File: src/rtl/arb_pkg.sv
// Shared types and helpers for the round-robin / fixed-priority bus arbiter.
package arb_pkg;

    typedef enum logic {
        IDLE  = 1'b0,
        GRANT = 1'b1
    } state_e;

    localparam logic MODE_FIXED = 1'b0;
    localparam logic MODE_RR    = 1'b1;

    // Bit width needed to hold values 0..v-1, never less than one bit.
    function automatic int unsigned clog2_min1(input int unsigned v);
        int unsigned w;
        w = $clog2(v);
        return (w < 1) ? 1 : w;
    endfunction

endpackage

File: src/rtl/rr_pick.sv
// Combinational masked priority encoder: first set request at or above the
// start index, scanning a doubled request vector so the search wraps.
module rr_pick
    import arb_pkg::*;
#(
    parameter int unsigned NUM_REQ = 4,
    parameter int unsigned IDW     = $clog2(NUM_REQ)
) (
    input  logic [NUM_REQ-1:0] req,
    input  logic [IDW-1:0]     ptr,
    input  logic               rr_mode,
    output logic [IDW-1:0]     winner_c,
    output logic               any_c
);

    logic [2*NUM_REQ-1:0] dbl;
    logic [IDW-1:0]       base;
    logic                 found;

    always_comb begin
        dbl      = {req, req};
        base     = (rr_mode == MODE_RR) ? ptr : '0;
        found    = 1'b0;
        winner_c = '0;
        any_c    = |req;
        for (int i = 0; i < 2 * NUM_REQ; i++) begin
            if (!found && (i >= int'(base)) && dbl[i]) begin
                found    = 1'b1;
                winner_c = IDW'(i % NUM_REQ);
            end
        end
    end

endmodule

File: src/rtl/rr_arbiter_fsm.sv
// N-agent bus arbiter with runtime round-robin / fixed priority, bounded
// grant tenure with preemption, and registered one-hot grant outputs.
module rr_arbiter_fsm
    import arb_pkg::*;
#(
    parameter int unsigned NUM_REQ  = 4,
    parameter int unsigned MAX_HOLD = 16,
    localparam int unsigned IDW     = $clog2(NUM_REQ),
    localparam int unsigned CW      = clog2_min1(MAX_HOLD + 1)
) (
    input  logic               clock,
    input  logic               reset,
    input  logic [NUM_REQ-1:0] req,
    input  logic               rr_mode,
    output logic [NUM_REQ-1:0] gnt,
    output logic               gnt_valid,
    output logic [IDW-1:0]     gnt_id,
    output logic               preempt,
    output logic [CW-1:0]      busy_cnt
);

    localparam logic          UNLIMITED = (MAX_HOLD == 0);
    localparam logic [CW-1:0] HOLD_LIM  = UNLIMITED ? '1 : CW'(MAX_HOLD);

    state_e             state_q, state_d;
    logic [NUM_REQ-1:0] gnt_q, gnt_d;
    logic               gnt_valid_q, gnt_valid_d;
    logic [IDW-1:0]     gnt_id_q, gnt_id_d;
    logic               preempt_q, preempt_d;
    logic [CW-1:0]      busy_cnt_q, busy_cnt_d;
    logic [IDW-1:0]     rr_ptr_q, rr_ptr_d;

    logic [IDW-1:0]     pick_winner_c;
    logic               pick_any_c;

    rr_pick #(
        .NUM_REQ (NUM_REQ),
        .IDW     (IDW)
    ) u_pick (
        .req      (req),
        .ptr      (rr_ptr_q),
        .rr_mode  (rr_mode),
        .winner_c (pick_winner_c),
        .any_c    (pick_any_c)
    );

    // Next-state and output logic; every tenure exit lands in IDLE so a dead cycle follows.
    always_comb begin
        state_d     = state_q;
        gnt_d       = gnt_q;
        gnt_valid_d = gnt_valid_q;
        gnt_id_d    = gnt_id_q;
        preempt_d   = 1'b0;
        busy_cnt_d  = busy_cnt_q;
        rr_ptr_d    = rr_ptr_q;

        case (state_q)
            IDLE: begin
                gnt_d       = '0;
                gnt_valid_d = 1'b0;
                gnt_id_d    = '0;
                busy_cnt_d  = '0;
                if (pick_any_c) begin
                    state_d     = GRANT;
                    gnt_d       = NUM_REQ'(1) << pick_winner_c;
                    gnt_valid_d = 1'b1;
                    gnt_id_d    = pick_winner_c;
                    busy_cnt_d  = CW'(1);
                    rr_ptr_d    = (pick_winner_c == IDW'(NUM_REQ - 1)) ? '0
                                                                       : pick_winner_c + IDW'(1);
                end
            end
            GRANT: begin
                if (!req[gnt_id_q]) begin
                    state_d     = IDLE;
                    gnt_d       = '0;
                    gnt_valid_d = 1'b0;
                    gnt_id_d    = '0;
                    busy_cnt_d  = '0;
                end else if (UNLIMITED || (busy_cnt_q < HOLD_LIM)) begin
                    if (busy_cnt_q != '1) begin
                        busy_cnt_d = busy_cnt_q + CW'(1);
                    end
                end else begin
                    state_d     = IDLE;
                    gnt_d       = '0;
                    gnt_valid_d = 1'b0;
                    gnt_id_d    = '0;
                    busy_cnt_d  = '0;
                    preempt_d   = 1'b1;
                end
            end
            default: begin
                state_d     = IDLE;
                gnt_d       = '0;
                gnt_valid_d = 1'b0;
                gnt_id_d    = '0;
                busy_cnt_d  = '0;
            end
        endcase
    end

    always_ff @(posedge clock) begin
        if (reset) begin
            state_q     <= IDLE;
            gnt_q       <= '0;
            gnt_valid_q <= 1'b0;
            gnt_id_q    <= '0;
            preempt_q   <= 1'b0;
            busy_cnt_q  <= '0;
            rr_ptr_q    <= '0;
        end else begin
            state_q     <= state_d;
            gnt_q       <= gnt_d;
            gnt_valid_q <= gnt_valid_d;
            gnt_id_q    <= gnt_id_d;
            preempt_q   <= preempt_d;
            busy_cnt_q  <= busy_cnt_d;
            rr_ptr_q    <= rr_ptr_d;
        end
    end

    assign gnt       = gnt_q;
    assign gnt_valid = gnt_valid_q;
    assign gnt_id    = gnt_id_q;
    assign preempt   = preempt_q;
    assign busy_cnt  = busy_cnt_q;

endmodule

File: config.mk
export PLATFORM = sky130hd
export DESIGN_NAME = rr_arbiter_fsm
export DESIGN_NICKNAME = d
export VERILOG_FILES = /design/src/rtl/arb_pkg.sv /design/src/rtl/rr_pick.sv /design/src/rtl/rr_arbiter_fsm.sv
export SDC_FILE = /design/constraint.sdc
export NUM_CORES = 1
export LEC_CHECK = 0
export BUFFER_PORTS_ARGS = -buffer_cell sky130_fd_sc_hd__buf_4
export CORE_MARGIN = 4
export CORE_UTILIZATION = 44
export DETAILED_ROUTE_END_ITERATION = 6
export PLACE_DENSITY = 0.79
export SYNTH_ARGS = -nofsm -noshare
export SYNTH_HDL_FRONTEND = slang
export SYNTH_SLANG_ARGS = --single-unit
File: constraint.sdc
create_clock -name clock -period 1.7 [get_ports clock]
set_clock_uncertainty 0.2 [all_clocks]
set_input_delay 0.34 -clock clock [delete_from_list [all_inputs] [get_ports clock]]
set_output_delay 0.34 -clock clock [all_outputs]
set_load 0.05 [all_outputs]
======== Word level (Yosys, flattened, before mapping) ========
Index checks and enable logic that the tools add are counted.
word-level totals
  bits in registers ....................... 16
  output and inout port bits .............. 13
  bits of input ports ..................... 7
  logic and storage cells ................. 80
cells by class
  bitwise logic cells ..................... 2
  reductions and logical operators ........ 20
  add/sub/neg operators ................... 2
  magnitude comparators ................... 5
  equality and inequality tests ........... 4
  shift-type cells ........................ 1
  mux-type cells .......................... 39
operators with widths
  cell                   number
  $mux W2                11
  $mux W1                16
  $mux W5                3
  $mux W4                3
  $logic_and A1 B1 Y1    10
  $pmux W5 S2            1
  $pmux W4 S2            1
  $logic_not A1 Y1       7
  $add A5 B1 Y5 const B  1
  $lt A5 B5 Y1 const B   1
  $ne A5 B5 Y1 const B   1
  $ge A1 B2 Y1 const A   2
  $ne A4 B3 Y1 const B   1
  $pmux W1 S2            2
  $pmux W2 S2            1
  $reduce_or A4 Y1       1
  $shl A1 B2 Y4 const A  1
  $lt A2 B3 Y1 const B   1
  $ne A3 B3 Y1 const B   1
  $reduce_or A3 Y1       1
  $add A2 B1 Y2 const B  1
  $bmux W1 S2            1
  $eq A2 B2 Y1 const B   1
  $ge A2 B2 Y1 const A   1
  2 further kinds        3

======== Depth between registers and ports, before layout ========
  word-level depth ........................ 30
  gate-level depth with buffers ........... 6
  mapped depth without buffers ............ 6

======== Modules after synthesis ========
From an unflattened synthesis, not the netlist that was laid out.
unflattened totals
  cells, all modules ...................... 68
  area total of the unflattened synthesis .. 724.4 µm²
modules (own cells, without submodules)
  module          sequential area each (µm²)  cells an instance  times used  area each (µm²)
  rr_arbiter_fsm  320.3                       55                 1           641.9
  rr_pick         0.0                         13                 1           82.6

======== Least setup slack after synthesis ========
Ideal clock, no wire load.
  kind .................................... register -> register
  from .................................... register gnt_id_q[1] (netlist: gnt_id[1])
  to ...................................... register gnt_id_q[1] (netlist: gnt_id[1])
  data required time ...................... 1.383 ns
  setup time .............................. 0.117 ns
  setup slack ............................. -0.332 ns
  arrival ................................. 1.715 ns
  buffers on the path ..................... 1
  clock period less this slack ............ 2.032 ns
  cell stages (with the launch flop) ...... 5
  cell sequence ........................... dfxtp_1 -> mux4_2 -> and2_1 -> buf_6 -> a22o_1
between the ends
  cells in the longest elaborated chain, start to end .. 4
  elaborated cells between the ends (all ways) .. 5
  classes of those cells .................. eq/ne: 1; mux: 4
RTL lines
  element                            line                   text
  start, declared                    rr_arbiter_fsm.sv:28   logic [IDW-1:0] gnt_id_q, gnt_id_d;
  start signal, assigned             rr_arbiter_fsm.sv:116  gnt_id_q <= gnt_id_d;
  $bmux W1 S2 (*)                    rr_arbiter_fsm.sv:74   if (!req[gnt_id_q]) begin
  $mux W1 (implied by the code) (*)  rr_arbiter_fsm.sv:74
  $mux W2                            rr_arbiter_fsm.sv:74
  $pmux W2 S2                        rr_arbiter_fsm.sv:57   case (state_q)
Mark *: on every way between the ends. The rest lies on a longest branch, timed or not. The select of a mux whose other input is x is not followed.
A chain may end at the register's enable or synchronous reset.

======== Worst setup path after layout ========
  from .................................... register rr_ptr_q[1]
  to ...................................... register gnt_q[3] (netlist: gnt[3])
between the ends
  cells in the longest elaborated chain, start to end .. 30
  elaborated cells between the ends (all ways) .. 38
  classes of those cells .................. order compare: 3; shift: 1; mux: 17; reduce/logical: 17
RTL lines
  element                           line                   text
  start, declared                   rr_arbiter_fsm.sv:31   logic [IDW-1:0] rr_ptr_q, rr_ptr_d;
  start signal, assigned            rr_arbiter_fsm.sv:119  rr_ptr_q <= rr_ptr_d;
  $mux W2 (*)                       rr_pick.sv:22          base = (rr_mode == MODE_RR) ? ptr : '0;
  $ge A1 B2 Y1                      rr_pick.sv:27          if (!found && (i >= int'(base)) && dbl[i]) begin
  $logic_and A1 B1 Y1               rr_pick.sv:27
  $mux W1                           rr_pick.sv:27
  $logic_not A1 Y1                  rr_pick.sv:27
  $logic_and A1 B1 Y1 (2 in a row)  rr_pick.sv:27
  $mux W1                           rr_pick.sv:27
  $logic_not A1 Y1                  rr_pick.sv:27
  [... 13 more ...]                 n/a
  $logic_and A1 B1 Y1               rr_pick.sv:27
  $mux W1                           rr_pick.sv:27
  $logic_not A1 Y1                  rr_pick.sv:27
  $logic_and A1 B1 Y1               rr_pick.sv:27
  $mux W2 (*)                       rr_pick.sv:27
  $shl A1 B2 Y4 (*)                 rr_arbiter_fsm.sv:65   gnt_d = NUM_REQ'(1) << pick_winner_c;
  $mux W4 (*)                       rr_arbiter_fsm.sv:63   if (pick_any_c) begin
  $pmux W4 S2 (*)                   rr_arbiter_fsm.sv:57
  end signal, assigned              rr_arbiter_fsm.sv:114  gnt_q <= gnt_d;
  end, declared                     rr_arbiter_fsm.sv:26   logic [NUM_REQ-1:0] gnt_q, gnt_d;
Mark *: on every way between the ends. The rest lies on a longest branch, timed or not.

==> metrics.yaml <==
layout:
  layout.cell_area.non_filler_um2: 1000
  layout_cells_sized_above_1: 0.470
  area_added_between_synthesis_and_finish_pct: 40.9
  final_cell_count_no_fill: 116
  antenna_cells: 0
  final_core_utilization: 0.658
  final_net_count: 113
global_routing:
  grt_overflow_total: 0
  global_route_wire_length_before_repair_um: 2610
  initial_antenna_violation_count: 0
  global_route.usage.total: 0.167
  maximum_number_of_pins_on_one_net_before_global_route_repair: 10
  grt_pass1_vias: 616
sta:
  finalHoldViolCount: 0
  totalNegativeSetupSlack_ns: 0
  tightestPinTransition_ns: 0.550
  setup_viol: 0
  final_critical_path_setup_slack_ns: 0.0305
  grt_setup_unrepaired: "true"
  final_max_slew_viol_count: 0
  achievable_freq_mhz: 599
  min_period_ns: 1.67
  period_share: 0.982
  worst_slew_margin_rel: 0.632
  worst_hold_slack_ns: 0.0355
power_and_ir_drop:
  peakVddDrop_v: 0.000603
  power.switching_mw: 0.299
  switching_share: 0.318
  power_frac_seq: 0.457
  total_leakage_power_nw: 0.451
  p_comb_frac: 0.275
  report.power.total_mw: 0.942
  p_int_mw: 0.643
  clockPowerShare: 0.267
  ratio_of_total_power_to_cell_area_nw_per_um2: 939
worst_setup_path:
  critical_path.startpoint_type: "register"
  critical_path_arrival_ns: 1.66
  crit_type: "reg2reg"
  crit_fanout: 6
  r2r.worst_path.cells: 5
  worstReg2RegEnd: "gnt[3]$_SDFFE_PP0P_"
  setup.reg_to_reg.worst_slack_ns: 0.03
  startpoint_of_the_worst_slack_reg_to_reg_timing_path: "rr_ptr_q[1]$_SDFFE_PP0P_"
  worst_setup_path_end_kind: "register"
  required_ns: 1.69
  cp-endpoint: "gnt[3]$_SDFFE_PP0P_"
  setup.worst_path.start: "rr_ptr_q[1]$_SDFFE_PP0P_"
route:
  num_vias: 644
  first_pass_detailed_route_iteration_total: 4
  detail-route-antenna-nets: 0
  initialDrtViolationCount: 7
  detail_route.drc_violations: 0
  routed_wirelength_um: 1670
  route.detailed.vias_per_inst: 5.55
  wire_per_inst_um: 14.4
logic_synthesis:
  syn-cell-area_um2: 712
  synth_ff_type: "sky130_fd_sc_hd__dfxtp_1"
  post_synth_most_frequent_cells: "sky130_fd_sc_hd__dfxtp_1 (16), sky130_fd_sc_hd__nor2_1 (6), sky130_fd_sc_hd__a22o_1 (5), sky130_fd_sc_hd__ha_1 (5), sky130_fd_sc_hd__nand2_1 (5)"
  synth_compound_gate_area_share: 0.190
  synthDistinctLibCells: 27
  synth_cells: 69
  synth.yosys.warnings: 0
  synth_enable_flop_cells: 0
  leading_cell_types_by_total_area_after_synthesis: "sky130_fd_sc_hd__dfxtp_1 (45%), sky130_fd_sc_hd__ha_1 (8.8%), sky130_fd_sc_hd__a22o_1 (6.2%)"
  post_synth_mux_area_share: 0.0475
  post-synth-top-area-fraction: 0.450
  post_synth.cell_area_avg_um2: 10.3
  synth_largest_area_cell: "sky130_fd_sc_hd__dfxtp_1"
  ys_async_sr_fraction: 0
  synth_area_in_xor_xnor: 0.0246
  yosysSeqAreaShare: 0.450
  synth-simple-area-share: 0.174
  post_synth_fa_ha_maj_area_fraction: 0.0879
  synth_most_common_cell: "sky130_fd_sc_hd__dfxtp_1"
  synth.ff_latch_count: 16
  main_combinational_cell_family_by_area_after_synthesis: "compound AO/OA/AOI/OAI gates"
  syn-num-nets: 81
placement:
  dp_worst_setup_slack_ns: -0.174
  dp.cells: 111
  detailed_place_hpwl_um: 1280
  gp_congestion: 0.762
  placed_area_um2: 936
  io_buffers: 19
cts:
  cts.reportedPaths.clkPinSlew_ns: 0.09
  max-clock-path-buffers: 2
  htreeDepth: 1
  cts-root-buf: "sky130_fd_sc_hd__clkbuf_4"
  clkLatencyLatePin_ns: 0.29
  clock_buffers_created_by_tritoncts: 3
  cts_num_sinks: 16
  cts_tree: "done"
die:
  pin_count: 20
  core_area_um2: 1520
  floorplan.die_area_um2: 2330
  fp.dieW_um: 48.2
  floorplan.die.height_um: 48.2
  initial_utilization: 0.467
  core.rowCount: 14
outcome:
  run_status: "completed"
min_path:
  worst_hold_check_path_type: "in2reg"
job:
  max_cap_viol_count: 0
## state kept, by name, summed over array words and instances, names as in the netlist
name	count
busy_cnt	5
gnt	4
gnt_id	2
rr_ptr_q	2
gnt_valid	1
preempt	1
state_q	1
## kinds of logic (layout without fill, tap and decap cells)
family / after synthesis / after routing
DFF: 16 / 16
AOI/OAI and AO/OA: 18 / 18
buffers and inverters: 3 / 34
adders and majority gates: 5 / 5
and+or+nand+nor: 23 / 23
xor gates and xnor gates: 2 / 2
muxes: 2 / 2
## layout make-up
cell class              count  area, um2
well taps                  16       20.0
clock buffers               4       36.3
inverters                   2       7.51
repair buffers             28        210
flip-flops and latches     16        329
fillers                   120        520
multi-input cells          50        400
## metal layers
| layer | part of all wire | wire (um) | global-route usage | up-vias |
|---|---|---|---|---|
| li1 | - | - | - | 318 |
| met1 | 0.42 | 698 | 0.193 | 296 |
| met3 | 0.056 | 93 | 0.0295 | 9 |
| met4 | 0.041 | 68 | 0.134 | 0 |
| met5 | 0 | 0 | 0 | - |
| met2 | 0.49 | 814 | 0.266 | 21 |
## cells in the final DEF (no fill, tap or decap), types with 2 or more instances in the layout
master	Yosys	routed
sky130_fd_sc_hd__a21oi_1	4	2
sky130_fd_sc_hd__nand3_1	3	3
sky130_fd_sc_hd__dfxtp_4	0	2
sky130_fd_sc_hd__nand2b_1	3	3
sky130_fd_sc_hd__nand2_1	5	5
sky130_fd_sc_hd__nor2_1	6	6
sky130_fd_sc_hd__dfxtp_1	16	13
sky130_fd_sc_hd__ha_2	0	2
sky130_fd_sc_hd__ha_1	5	3
sky130_fd_sc_hd__inv_1	2	2
sky130_fd_sc_hd__clkbuf_4	0	3
sky130_fd_sc_hd__buf_4	0	28
sky130_fd_sc_hd__a21o_1	2	2
sky130_fd_sc_hd__a22o_1	5	5
## how the worst min path moves through the flow
| stage | slack, ns | to | cells after the start | start |
|---|---|---|---|---|
| final | 0.04 | rr_ptr_q[1]$_SDFFE_PP0P_ | 2 | reset |
| after global routing | 0.02 | rr_ptr_q[1]$_SDFFE_PP0P_ | 2 | reset |
| after CTS | 0.03 | rr_ptr_q[1]$_SDFFE_PP0P_ | 2 | reset |
| after detailed placement | 0.26 | gnt[1]$_SDFFE_PP0P_ | 1 | gnt[1]$_SDFFE_PP0P_ |
| after global placement | 0.24 | gnt_valid$_SDFFE_PP0P_ | 1 | gnt_valid$_SDFFE_PP0P_ |
| after floorplan | 0.21 | rr_ptr_q[1]$_SDFFE_PP0P_ | 1 | reset |
## critical path, stage by stage, from the launching register on
cell	delay, ns
sky130_fd_sc_hd__dfxtp_4	0.38
sky130_fd_sc_hd__nand2b_1	0.07
sky130_fd_sc_hd__o32ai_1	0.42
sky130_fd_sc_hd__a21oi_4	0.08
sky130_fd_sc_hd__ha_1	0.21
sky130_fd_sc_hd__a22o_1	0.21
## timing repair
item	4_1_cts	5_1_grt
cloned	0	0
setup buffers	1	0
endpoints found under the setup margin	3	5
hold buffers	0	0
gates resized for setup	3	4
pin swaps	1	6
## power groups by stage
stage | Sequential (mW) | Combinational [mW] | Clock [mW]
2_1_floorplan | 0.499 | 0.0921 | 0
3_3_place_gp | 0.437 | 0.239 | 0
3_5_place_dp | 0.438 | 0.246 | 0
4_1_cts | 0.431 | 0.254 | 0.256
5_1_grt | 0.436 | 0.278 | 0.277
6_report | 0.431 | 0.259 | 0.252
(Power assumes the default switching activity.)
